**config.mk**
```make
export PLATFORM = sky130hd
export DESIGN_NAME = andn_seq_reducer
export DESIGN_NICKNAME = d
export VERILOG_FILES = /design/src/rtl/andn_pkg.sv /design/src/rtl/andn_chunk.sv /design/src/rtl/andn_seq_reducer.sv
export SDC_FILE = /design/constraint.sdc
export NUM_CORES = 1
export LEC_CHECK = 0
export BUFFER_PORTS_ARGS = -buffer_cell sky130_fd_sc_hd__buf_2
export CORE_ASPECT_RATIO = 1.4
export CORE_UTILIZATION = 46
export DETAILED_ROUTE_END_ITERATION = 16
export GPL_TIMING_DRIVEN = 0
export PLACE_DENSITY = 0.84
export SLEW_MARGIN = 5
export SYNTH_ARGS = -nofsm -noshare
export SYNTH_HDL_FRONTEND = slang
export SYNTH_SLANG_ARGS = --single-unit
```
**constraint.sdc**
```tcl
create_clock -name clk -period 1.55 [get_ports clk]
set_input_delay 0 -clock clk [delete_from_list [all_inputs] [get_ports clk]]
set_output_delay 0 -clock clk [all_outputs]
set_load 0.05 [all_outputs]
```
**src/rtl/andn_pkg.sv**
```systemverilog
// Shared types and helpers for the sequential AND reducer.
package andn_pkg;

  typedef enum logic [1:0] {IDLE, RUN, DONE} andn_state_t;

  // Widest chunk the helper can scan; callers pad unused upper bits with ones.
  localparam int MAXCHUNK = 64;

  // Position of the lowest zero bit in c; 0 when c is all ones.
  function automatic int lowest_zero(input logic [MAXCHUNK-1:0] c);
    int pos;
    pos = 0;
    for (int i = MAXCHUNK - 1; i >= 0; i--) begin
      if (!c[i]) pos = i;
    end
    return pos;
  endfunction

endpackage

```
**src/rtl/andn_chunk.sv**
```systemverilog
// Combinational per-chunk reduction: all-ones flag and lowest zero position.
module andn_chunk
  import andn_pkg::*;
#(
  parameter  int CHUNK = 4,
  localparam int ZW    = (CHUNK > 1) ? $clog2(CHUNK) : 1
) (
  input  logic [CHUNK-1:0] chunk,
  output logic             all_ones,
  output logic [ZW-1:0]    zero_pos
);

  logic [MAXCHUNK-1:0] ext;

  // Pad to the helper width with ones so padding never reports a zero.
  always_comb begin
    ext              = '1;
    ext[CHUNK-1:0]   = chunk;
    all_ones         = &chunk;
    zero_pos         = ZW'(lowest_zero(ext));
  end

endmodule

```
**src/rtl/andn_seq_reducer.sv**
```systemverilog
// Handshaked AND reducer: scans a latched word CHUNK bits per cycle and
// stops at the first chunk that holds a zero.
module andn_seq_reducer
  import andn_pkg::*;
#(
  parameter  int WIDTH = 16,
  parameter  int CHUNK = 4,
  localparam int IW    = $clog2(WIDTH)
) (
  input  logic             clk,
  input  logic             rst_n,
  input  logic             in_valid,
  output logic             in_ready,
  input  logic [WIDTH-1:0] in_data,
  output logic             out_valid,
  input  logic             out_ready,
  output logic             out_y,
  output logic [IW-1:0]    out_zero_idx,
  output logic             busy
);

  localparam int NCHUNK = WIDTH / CHUNK;
  localparam int KW     = (NCHUNK > 1) ? $clog2(NCHUNK) : 1;
  localparam int ZW     = (CHUNK > 1) ? $clog2(CHUNK) : 1;

  andn_state_t      state;
  logic [WIDTH-1:0] word;
  logic [KW-1:0]    k;
  logic [WIDTH-1:0] shifted;
  logic [CHUNK-1:0] cur;
  logic             all_ones;
  logic [ZW-1:0]    zpos;
  logic             last;

  // Select the chunk addressed by the counter.
  always_comb begin
    shifted = word >> (int'(k) * CHUNK);
    cur     = shifted[CHUNK-1:0];
    last    = (int'(k) == NCHUNK - 1);
  end

  andn_chunk #(.CHUNK(CHUNK)) u_chunk (
    .chunk    (cur),
    .all_ones (all_ones),
    .zero_pos (zpos)
  );

  // Control FSM with word, counter and result registers; reset drops any
  // in-flight result so it is never emitted.
  always_ff @(posedge clk or negedge rst_n) begin
    if (!rst_n) begin
      state        <= IDLE;
      word         <= '0;
      k            <= '0;
      out_y        <= 1'b0;
      out_zero_idx <= '0;
    end else begin
      case (state)
        IDLE: begin
          if (in_valid) begin
            word  <= in_data;
            k     <= '0;
            state <= RUN;
          end
        end
        RUN: begin
          if (!all_ones) begin
            out_y        <= 1'b0;
            out_zero_idx <= IW'(int'(k) * CHUNK + int'(zpos));
            state        <= DONE;
          end else if (last) begin
            out_y        <= 1'b1;
            out_zero_idx <= '0;
            state        <= DONE;
          end else begin
            k <= k + 1'b1;
          end
        end
        DONE: begin
          if (out_ready) state <= IDLE;
        end
        default: state <= IDLE;
      endcase
    end
  end

  assign in_ready  = (state == IDLE);
  assign out_valid = (state == DONE);
  assign busy      = (state != IDLE);

endmodule

```
==> flow_metrics.env <==
export IMPL_status="finished, violations left"
export IMPL_violations="negative setup slack"
export IMPL_grt_pass1_vias=873
export IMPL_place_gp_congestion=0.678
export IMPL_crit_reg2reg_launch="k[0]"
export IMPL_wire_per_inst_um=15.1
export IMPL_synth_edf_count=0
export IMPL_cp_slowest_stage_delay_ns=0.56
export IMPL_r2r_setup_slack_ns=-0.10
export IMPL_ir_drop_uv=980
export IMPL_endpoint_kind="register"
export IMPL_finalInstanceArea_um2=1610
export IMPL_rr_worst_depth=5
export IMPL_dominantRegCellSynth="dfrtp_1"
export IMPL_synth_distinct_cells=27
export IMPL_internal_power_w=0.00174
export IMPL_drtAntennaViolNets=0
export IMPL_rows=21
export IMPL_drive_gt1_share_pct=50.4
export IMPL_relSlewSlack_pct=64.2
export IMPL_switching_share_pct=40.3
export IMPL_die_h_um=61.2
export IMPL_vias_per_cell=5.12
export IMPL_root_buffer="clkbuf_4"
export IMPL_clock_skew_ns=0.00552
export IMPL_grt_pass1_wl_um=3970
export IMPL_p_sw_w=0.00118
export IMPL_fin_nets=157
export IMPL_path_clk_slew_ns=0.14
export IMPL_cts_tree="yes"
export IMPL_stdcell_count=169
export IMPL_hold_depth=4
export IMPL_drc=0
export IMPL_core_area_um2=2390
export IMPL_tightest_slew_ns=0.536
export IMPL_clk_latency_ns=0.32
export IMPL_grt_usage_pct=20.9
export IMPL_cts_sinks=25
export IMPL_synth_top_cell_area_share_pct=54.3
export IMPL_start_util_pct=48.1
export IMPL_antennaDiodeCount=0
export IMPL_cts_buffers=3
export IMPL_reg2reg_to="out_zero_idx[1]"
export IMPL_tns_ns=-0.546
export IMPL_synth_common_cells="dfrtp_1, mux2_2, mux4_2"
export IMPL_power_frac_clock_pct=10.1
export IMPL_hold_path_class="in2reg"
export IMPL_combPwrFrac_pct=52.0
export IMPL_yosysMostFrequentCell="dfrtp_1"
export IMPL_synth_area_leaders="dfrtp_1, mux2_2, mux4_2"
export IMPL_die_w_um=44.3
export IMPL_drt_pass1_iterations=4
export IMPL_synth_seq_cells=25
export IMPL_ys_warn_count=0
export IMPL_wl_um=2550
export IMPL_post_place_ws_ns=-0.161
export IMPL_finalCriticalPeriod_ns=1.65
export IMPL_critPathRequiredTime_ns=1.78
export IMPL_syn_area_um2=1150
export IMPL_grt_overflow_total=0
export IMPL_seqPwrFrac_pct=38.0
export IMPL_setup_viol=9
export IMPL_leakage_nw=0.734
export IMPL_start_kind="register"
export IMPL_syn_inst=81
export IMPL_ctsHtreeMaxLevel=1
export IMPL_worst_slack_ns=-0.102
export IMPL_grt_max_degree=26
export IMPL_path_max_fanout=7
export IMPL_critPathArrivalTime_ns=1.88
export IMPL_port_buffers=27
export IMPL_clock_path_buffers=2
export IMPL_cp_startpoint="k[0]"
export IMPL_crit_slowest_cell="mux4_2"
export IMPL_antenna_found_initial=0
export IMPL_synth_fp_nets=102
export IMPL_slew_violations=0
export IMPL_area_delta_synth_final_pct=39.9
export IMPL_p_per_area_nw_per_um2=1810
export IMPL_place_area_um2=1350
export IMPL_placed_cells=142
export IMPL_synthArstFlopShare_pct=100
export IMPL_vias=865
export IMPL_synth_top_cell_by_area="dfrtp_1"
export IMPL_rsz0062_at_grt="true"
export IMPL_maxCapViolations=0
export IMPL_critical_path_cell_chain="buf_6, mux4_2, nand2_1, o21ai_0, a22o_1"
export IMPL_hold_end="k[1]"
export IMPL_ys_seq_area_share_pct=54.3
export IMPL_drt_iter0_drc=15
export IMPL_critPathBufInv=1
export IMPL_critical_path_class="reg2reg"
export IMPL_fin_crit_sh_pct=107
export IMPL_max_freq_mhz=605
export IMPL_avgSynthCellArea_um2=14.2
export IMPL_dieArea_um2=2710
export IMPL_finalHoldViolCount=0
export IMPL_cp_top_family="multiplexers"
export IMPL_num_io_pins=28
export IMPL_holdCritStartpoint="in_valid"
## sequential cells by signal (all words and copies together) (netlist names)
signal,flops
out_y,1
k,2
state,2
word,16
out_zero_idx,4
## layout by cell type (no fill, tap or decap)
master / instances
nor3b_2: 1
dlygate4sd3_1: 18
or2_1: 2
nor2_4: 1
clkbuf_2: 1
nand2_1: 3
inv_1: 3
nand4_4: 1
clkinv_2: 1
nor2b_1: 1
buf_2: 27
ha_1: 1
dfrtp_2: 1
a21oi_1: 2
nor2_1: 1
mux2_2: 16
or2b_1: 1
mux2i_1: 1
a21boi_1: 1
clkbuf_4: 3
dfrtp_1: 24
buf_4: 5
o21ai_4: 1
mux4_2: 4
o211ai_1: 1
a22o_1: 1
o21ai_2: 1
a21oi_2: 1
o2bb2ai_1: 1
a32o_1: 2
o211ai_2: 1
and2_1: 1
nand2b_1: 1
o21ai_0: 2
buf_6: 3
## cells by family after synthesis
logic type,count (synthesis),share of synthesized area (%)
muxes,21,24.3
DFF,25,54.3
AOI/OAI and AO/OA,14,9.02
adders and majority gates,1,1.09
buffers and inverters,7,3.26
and+or+nand+nor,13,7.94
## layer usage
layer	part of all wire (%)	global-route usage (%)	vias to the layer above
met5	0	0	-
met4	0.98	8.23	0
met3	3.4	2.93	4
met2	58	38.9	27
met1	37	23.9	430
li1	-	-	404
## power groups by stage
stage	Sequential, W	Clock, W	Combinational (W)
2_1_floorplan	0.00118	0	0.000948
3_3_place_gp	0.00109	0	0.00125
3_5_place_dp	0.00112	0	0.00132
4_1_cts	0.00110	0.000290	0.00147
5_1_grt	0.00114	0.000332	0.00159
6_report	0.00111	0.000293	0.00152
## final cells by class
cell class / instances / area, um2
plain buffers: 4 / 38.8
clock inverters: 1 / 5.00
flip-flops and latches: 25 / 627
well taps: 34 / 42.5
clock buffers: 3 / 22.5
fillers: 164 / 781
repair buffers: 50 / 353
multi-input cells: 49 / 510
inverters: 3 / 11.3
## how the worst max path moves through the flow
stage	to	slack [ns]	cells past startpoint
2_1_floorplan	word[10]	-0.07	5
3_3_place_gp	out_zero_idx[2]	-0.11	5
3_5_place_dp	out_zero_idx[3]	-0.16	5
4_1_cts	out_zero_idx[3]	-0.09	5
5_1_grt	state[0]	-0.14	5
6_report	out_zero_idx[1]	-0.10	5
## worst reg2reg max path: cells and delay by family (launching register included)
family                 cells  cell delay (ns)
and+or+nand+nor            1             0.15
muxes                      1             0.57
DFF                        1             0.38
buffers and inverters      1             0.15
AOI/OAI and AO/OA          2             0.32
## through the flow
stage / total power, W / util, % / hold WS, ns
final: 0.00292 / 67.3 / 0.0627
after global routing: 0.00306 / 67.3 / 0.0882
after CTS: 0.00287 / 66.8 / 0.0674
after detailed placement: 0.00244 / 56.4 / 0.0138
after global placement: 0.00234 / 56.4 / 0.00351
after floorplan: 0.00213 / - / -0.296
## timing repair
action	4_1_cts	5_1_grt
gates resized for setup	3	3
pin swaps	1	1
endpoints found under the hold margin	42	0
endpoints found under the setup margin	8	17
hold buffers	18	0
setup buffers	4	1
Power figures use the tool's default switching activity.
